### src/rtl/piso_serializer.sv
`timescale 1ns/1ps
`default_nettype none
// ============================================================================
// Module   : piso_serializer
// Brief    : Parallel-in serial-out serializer with valid/ready input and
//            first/last-bit framing strobes; words stream back to back.
// Revision : 1.0 - initial release
// ============================================================================
module piso_serializer #(
    parameter int WIDTH     = 4,
    parameter bit MSB_FIRST = 1'b1
) (
    input  logic             clk,
    input  logic             reset_n,
    input  logic [WIDTH-1:0] par_data,
    input  logic             par_valid,
    output logic             par_ready,
    output logic             serial_out,
    output logic             serial_valid,
    output logic             frame_start,
    output logic             frame_done,
    output logic             busy
);

    localparam int                  c_CNT_W = $clog2(WIDTH);
    localparam logic [c_CNT_W-1:0]  c_LAST  = c_CNT_W'(WIDTH - 1);

    localparam logic [0:0] c_IDLE  = 1'b0;
    localparam logic [0:0] c_SHIFT = 1'b1;

    logic [0:0]         r_state;
    logic [0:0]         w_next_state;
    logic [WIDTH-1:0]   r_shift;
    logic [WIDTH-1:0]   w_shifted;
    logic [c_CNT_W-1:0] r_count;
    logic               w_last;
    logic               w_accept;

    assign w_last   = (r_state == c_SHIFT) && (r_count == c_LAST);
    assign w_accept = par_valid && par_ready;

    // The shift register empties itself by zero-fill, so the output bit
    // naturally reads 0 once the last bit has left and the block is idle.
    generate
        if (MSB_FIRST) begin : g_msb_first
            assign w_shifted  = {r_shift[WIDTH-2:0], 1'b0};
            assign serial_out = r_shift[WIDTH-1];
        end else begin : g_lsb_first
            assign w_shifted  = {1'b0, r_shift[WIDTH-1:1]};
            assign serial_out = r_shift[0];
        end
    endgenerate

    always_ff @(posedge clk or negedge reset_n) begin
        if (!reset_n) begin
            r_state <= c_IDLE;
        end else begin
            r_state <= w_next_state;
        end
    end

    always_comb begin
        w_next_state = r_state;
        case (r_state)
            c_IDLE: begin
                if (w_accept) begin
                    w_next_state = c_SHIFT;
                end
            end
            c_SHIFT: begin
                if (w_last && !w_accept) begin
                    w_next_state = c_IDLE;
                end
            end
            default: w_next_state = c_IDLE;
        endcase
    end

    always_comb begin
        busy         = (r_state == c_SHIFT);
        serial_valid = (r_state == c_SHIFT);
        frame_start  = (r_state == c_SHIFT) && (r_count == '0);
        frame_done   = w_last;
        par_ready    = (r_state == c_IDLE) || w_last;
    end

    // A word accepted on the last-bit cycle reloads with no idle bit between.
    always_ff @(posedge clk or negedge reset_n) begin
        if (!reset_n) begin
            r_shift <= '0;
            r_count <= '0;
        end else if (w_accept) begin
            r_shift <= par_data;
            r_count <= '0;
        end else if (r_state == c_SHIFT) begin
            r_shift <= w_shifted;
            r_count <= w_last ? '0 : r_count + 1'b1;
        end
    end

endmodule
`default_nettype wire

### config.mk
export PLATFORM = sky130hd
export DESIGN_NAME = piso_serializer
export DESIGN_NICKNAME = d
export VERILOG_FILES = /design/src/rtl/piso_serializer.sv
export SDC_FILE = /design/constraint.sdc
export NUM_CORES = 1
export LEC_CHECK = 0
export BUFFER_PORTS_ARGS = -buffer_cell sky130_fd_sc_hd__buf_2
export CAP_MARGIN = 20
export CORE_MARGIN = 2
export CORE_UTILIZATION = 25
export CTS_CLUSTER_SIZE = 8
export DETAILED_ROUTE_END_ITERATION = 16
export HOLD_SLACK_MARGIN = 0.15
export PLACE_DENSITY = 0.53
export SYNTH_ARGS = -nofsm -noshare
export SYNTH_HDL_FRONTEND = slang
export SYNTH_SLANG_ARGS = --single-unit
### constraint.sdc
create_clock -name clk -period 1 [get_ports clk]
set_input_delay 0.2 -clock clk [delete_from_list [all_inputs] [get_ports clk]]
set_output_delay 0.2 -clock clk [all_outputs]
set_load 0.05 [all_outputs]
==> impl_metrics.py, run 1 <==
metrics = {
    "logic_synthesis": {
        "synthFlopType": "dfrtp_1",
        "synth_most_common_cell": "dfrtp_1",
        "ys_ff_latch": 7,
        "synthCells": 38,
        "synth.area.top_cells": "dfrtp_1 (44%), mux2i_1 (10%), ha_1 (6.3%)",
        "yosysTopAreaCell": "dfrtp_1",
        "synth.avg_cell_area_um2": 10.4,
        "yosysSeqAreaShare_pct": 44.2,
        "synth_edf_count": 0,
        "synthArstFlopShare_pct": 100,
        "synth_top_area_share_pct": 44.2,
        "synth_nets": 47,
        "synth.distinct_cells": 20,
        "ys_warn_count": 0,
        "synthTopCellsByCount": "dfrtp_1 (7), mux2i_1 (4), o21ai_1 (4)",
        "netlist_area_um2": 397,
    },
    "cells_and_area": {
        "antenna_cells": 0,
        "design_area_um2": 679,
        "fillers": 144,
        "nNetsFinal": 71,
        "postLayoutCoreUtil_pct": 45.6,
        "drive_gt1_share_pct": 62.3,
        "area.growth.synth_to_final_pct": 71.3,
    },
    "timing": {
        "setup_slack_ns": -0.385,
        "hold_viol_final": 0,
        "slew_viol_final": 0,
        "rsz0062_at_grt": "yes",
        "skew_ns": 0.00463,
        "worst_hold_slack_ns": 0.211,
        "fin_crit_sh_pct": 139,
        "fmax_ghz": 0.722,
        "min_period_ns": 1.39,
        "tns_ns": -2.38,
        "worst_pin_slew_ns": 0.294,
        "relSlewSlack_pct": 80.4,
        "setup_viol": 12,
    },
    "die": {
        "row_count": 14,
        "floorplan.core_area_um2": 1490,
        "io_pins": 13,
        "die_height_um": 43.8,
        "initial_utilization_pct": 26.6,
        "die_x_um": 43.8,
        "fp.dieArea_um2": 1920,
    },
    "setup_path": {
        "r2r_end": "r_shift[1]$_DFFE_PN0P_",
        "crit_fanout": 3,
        "cp.arrival_ns": 1.19,
        "crit_slowest_cell": "dfrtp_1",
        "r2r_slack_ns": -0.30,
        "ff2ff_path_depth": 6,
        "crit_chain": "inv_1 > ha_2 > and2_4 > buf_8",
        "start_kind": "register",
        "r2r_start": "r_count[1]$_DFFE_PN0P_",
        "cp-end-kind": "primary output",
        "critPathKind": "reg2out",
        "critPathRequiredTime_ns": 0.80,
        "critPathMaxStageDelay_ns": 0.41,
    },
    "clock_network": {
        "cts_buffer_depth": 2,
        "cts.sinks": 7,
        "cts-root-buf": "clkbuf_4",
        "path_clk_slew_ns": 0.06,
        "cts_max_level": 1,
        "insertion_delay_ns": 0.25,
        "tritoncts": "done",
        "cts_buffers": 3,
    },
    "pwr": {
        "switching_share_pct": 42.8,
        "combPwrFrac_pct": 65.6,
        "intPower_uw": 1300,
        "clkPwrFrac_pct": 11.6,
        "power.switching_uw": 976,
        "p_leak_uw": 0.000320,
        "power_frac_seq_pct": 22.9,
        "powerDensity_nw_per_um2": 3360,
        "ir_drop_uv": 1460,
    },
    "global_route": {
        "grt_pass1_vias": 364,
        "grt_pass1_wl_um": 1610,
        "grt_util_all_layers_pct": 12.1,
        "antenna_found_initial": 0,
        "grt_start_max_net_pins": 12,
        "overflow": 0,
    },
    "detailed_routing": {
        "drc": 0,
        "vias": 362,
        "avgViaCountPerCell": 4.70,
        "final_antenna_net_count": 0,
        "routedWlPerCell_um": 11.5,
        "first_iter_violations": 0,
        "dr.pass1.iters": 1,
        "routed_wl_um": 886,
    },
    "outcome": {
        "violations": "negative setup slack",
        "status": "finished with violations",
    },
    "min_path": {
        "whs_path_depth": 3,
        "hp-class": "in2reg",
        "holdCritStartpoint": "par_data[0]",
        "worstHoldEndpoint": "r_shift[0]$_DFFE_PN0P_",
    },
    "placed_design": {
        "port_buffers": 12,
        "pre_cts_slack_ns": -0.189,
        "gp_congestion": 0.682,
        "placed_area_um2": 513,
    },
    "job": {
        "drv_cap": 0,
    },
}
-- registers in the layout, summed over array words and instances, names as in the netlist --
signal   count
r_shift      4
r_count      2
busy         1
-- worst max-delay path, delay by kind of cell, from the launching register on --
| family | cells | cell delay [ns] |
|---|---|---|
| DFF | 1 | 0.41 |
| buffers and inverters | 2 | 0.20 |
| adders and majority gates | 1 | 0.17 |
| and+or+nand+nor | 1 | 0.15 |
-- power by group through the flow --
stage	registers, uW	logic [uW]	clock network, uW
2_1_floorplan	593	758	0
3_3_place_gp	510	1080	0
3_5_place_dp	518	1080	0
4_1_cts	523	1440	271
5_1_grt	533	1600	299
6_report	522	1500	264
-- layer usage --
metal | up-vias | GRT usage, % | wire (um)
li1 | 181 | - | -
met1 | 171 | 16.4 | 415
met2 | 10 | 16.5 | 420
met3 | 0 | 7.50 | 50
met4 | 0 | 1.82 | 0
met5 | - | 0 | 0
-- through the flow --
step                      power, uW  cells
after floorplan                1350     38
after global placement         1590     67
after detailed placement       1600     67
after CTS                      2230     76
after global routing           2440     77
final                          2280     77
-- cell type report --
cell class                      count  area, um^2  area share [%]
Clock buffer                        4        26.3            3.87
Inverter                            2        7.51            1.10
Multi-Input combinational cell     26         248            36.5
Sequential cell                     7         176            26.0
Tap cell                           16        20.0            2.95
Timing Repair Buffer               22         201            29.7
-- what timing repair did --
item	4_1_cts	5_1_grt
pin swaps	4	2
resized for setup	22	7
setup buffers	5	3
hold buffers	1	0
hold endpoints to repair	7	0
setup endpoints to repair	12	13
-- how the worst max path moves through the flow --
stage                                start     endpoint  slack (ns)
floorplan                   busy$_DFF_PN0_   frame_done       -0.15
global placement    r_count[1]$_DFFE_PN0P_  frame_start       -0.18
detailed placement  r_count[1]$_DFFE_PN0P_  frame_start       -0.19
CTS                 r_count[1]$_DFFE_PN0P_  frame_start       -0.39
global route        r_count[1]$_DFFE_PN0P_  frame_start       -0.42
finish              r_count[1]$_DFFE_PN0P_  frame_start       -0.39
-- logic make-up after synthesis --
group | share of synthesized area (%)
simple gates | 18.0
compound gates | 13.6
flops | 44.2
buf+inv | 7.89
mux | 10.1
fa+ha+maj | 6.31
-- layout by cell type, fill, tap and decap left out, types with 2 or more instances in the layout --
cell | Yosys | routed
a31oi_1 | 3 | 3
and2_4 | 0 | 2
and3_4 | 0 | 3
buf_2 | 1 | 6
buf_4 | 1 | 3
buf_6 | 1 | 11
clkbuf_4 | 0 | 3
dfrtp_1 | 7 | 6
inv_1 | 2 | 2
mux2i_1 | 4 | 4
o21ai_1 | 4 | 4
Power figures use the tool's default switching activity.
==> inputs of run 2 (changes only) <==
- CORE_AREA: default -> 2 2 39 41
- CORE_MARGIN: 2 -> default
- CORE_UTILIZATION: 25 -> default
- DIE_AREA: default -> 0 0 41 43
- PLACE_DENSITY: 0.53 -> 0.6
==> run 2 against run 1 <==
Effect of this change:
- power down 0.18%
- via count down 2.2%
- clock skew about the same
- the flow still finishes with violations (negative setup slack)
- critical endpoint unchanged
- largest power group unchanged
==> impl_metrics.py, run 2 (synthesis gave the netlist of run 1 again) <==
metrics = {
    "min_path": {
        "hp-class": "in2reg",
        "worstHoldEndpoint": "r_shift[0]$_DFFE_PN0P_",
        "whs_path_depth": 3,
        "holdCritStartpoint": "par_data[0]",
    },
    "timing": {
        "fin_crit_sh_pct": 138,
        "skew_ns": 0.00475,
        "min_period_ns": 1.38,
        "setup_viol": 10,
        "fmax_ghz": 0.725,
        "worst_pin_slew_ns": 0.252,
        "relSlewSlack_pct": 83.2,
        "rsz0062_at_grt": "yes",
        "hold_viol_final": 0,
        "setup_slack_ns": -0.379,
        "slew_viol_final": 0,
    },
    "cells_and_area": {
        "nNetsFinal": 68,
        "final_common_cell": "buf_6",
        "antenna_cells": 0,
        "largest-register": "r_shift",
        "fillers": 124,
        "seq_area_um2": 176,
        "design_area_um2": 663,
        "largest_reg_flops": 4,
        "area.growth.synth_to_final_pct": 67.2,
        "final_cell_mix": "buf_6 (9), buf_2 (6), dfrtp_1 (6)",
        "drive_gt1_share_pct": 58.6,
        "multi_input_area_um2": 262,
    },
    "die": {
        "die_x_um": 41,
        "fp.dieArea_um2": 1760,
        "io_pins": 13,
        "floorplan.core_area_um2": 1380,
        "initial_utilization_pct": 28.7,
        "row_count": 14,
        "die_height_um": 43,
    },
    "setup_path": {
        "crit_chain": "inv_1 > ha_2 > and2_4 > buf_8",
        "ff2ff_path_depth": 5,
        "critPathRequiredTime_ns": 0.80,
        "r2r_start": "r_count[1]$_DFFE_PN0P_",
        "start_kind": "register",
        "crit_fanout": 3,
        "critPathMaxStageDelay_ns": 0.41,
        "cp-end-kind": "primary output",
        "crit_slowest_cell": "dfrtp_1",
        "r2r_end": "r_shift[3]$_DFFE_PN0P_",
        "r2r_slack_ns": -0.20,
        "cp.arrival_ns": 1.18,
        "critPathKind": "reg2out",
    },
    "detailed_routing": {
        "final_antenna_net_count": 0,
        "avgViaCountPerCell": 4.78,
        "routed_wl_um": 865,
        "first_iter_violations": 2,
        "drc": 0,
        "routedWlPerCell_um": 11.7,
        "dr.pass1.iters": 2,
        "vias": 354,
    },
    "clock_network": {
        "tritoncts": "done",
        "cts-root-buf": "clkbuf_4",
        "path_clk_slew_ns": 0.05,
        "insertion_delay_ns": 0.25,
        "cts_max_level": 1,
        "cts_buffer_depth": 2,
        "cts_buffers": 3,
        "cts.sinks": 7,
    },
    "outcome": {
        "status": "finished with violations",
        "violations": "negative setup slack",
    },
    "placed_design": {
        "pre_cts_slack_ns": -0.178,
        "placed_area_um2": 505,
        "port_buffers": 12,
        "dp_hpwl_um": 602,
        "gp_congestion": 0.744,
    },
    "global_route": {
        "grt_pass1_wl_um": 1370,
        "grt_start_max_net_pins": 12,
        "grt_util_all_layers_pct": 12.1,
        "antenna_found_initial": 0,
        "overflow": 0,
        "grt_pass1_vias": 323,
    },
    "pwr": {
        "total_power_uw": 2280,
        "ir_drop_uv": 1490,
        "powerDensity_nw_per_um2": 3430,
        "p_leak_uw": 0.000315,
    },
    "job": {
        "drv_cap": 0,
    },
}
[run 2: worst max-delay path: cells and delay by family, from the launching register on]
kind                     cells  cell delay (ns)
adder cells (fa/ha/maj)      1             0.16
buffers and inverters        2             0.20
flip-flops                   1             0.41
AND/OR/NAND/NOR              1             0.15
[run 2: through the flow]
stage               instances  TNS (ns)  util, %  hold WS [ns]
floorplan                  38    -0.592        -       -0.0956
global placement           66    -0.850     36.5        0.0428
detailed placement         66    -0.966     36.5        0.0435
CTS                        74     -2.13     45.4         0.197
global route               74     -2.47     47.9         0.210
finish                     74     -2.05     47.9         0.213
[run 2: report_power, final]
part	internal, uW	switching, uW	total [uW]	leakage (uW)
clock	153	108	261	0.0000150
sequential	399	117	515	0.0000864
combinational	727	773	1500	0.000214
[run 2: layout make-up]
type,count,share of cell area (%)
sequential,7,26.6
timing repair buffer,19,25.8
inverter,2,1.13
multi-input combinational,26,39.4
clock buffer,4,3.96
tap,16,3.02
[run 2: worst max path at each step]
stage | startpoint | endpoint | slack (ns) | cells past startpoint
global route | r_count[0]$_DFFE_PN0P_ | frame_start | -0.42 | 4
CTS | r_count[1]$_DFFE_PN0P_ | frame_start | -0.39 | 4
global placement | r_count[1]$_DFFE_PN0P_ | frame_start | -0.17 | 4
finish | r_count[1]$_DFFE_PN0P_ | frame_start | -0.38 | 4
detailed placement | r_count[1]$_DFFE_PN0P_ | frame_start | -0.18 | 4
floorplan | busy$_DFF_PN0_ | frame_done | -0.15 | 2
[run 2: routing by layer]
metal / routed length, um / global-route usage [%] / vias up
met2: 410 / 14.1 / 12
li1: - / - / 177
met3: 51 / 6.28 / 4
met4: 18 / 8.00 / 0
met1: 385 / 16.8 / 161
met5: 0 / 0 / -
[run 2: what timing repair did]
item                                    CTS  global route
hold endpoints to repair                  7             0
endpoints found under the setup margin   12            12
gates resized for setup                  19             7
buffers inserted                          3             1
hold buffers                              1             0
pin swaps                                 2             1
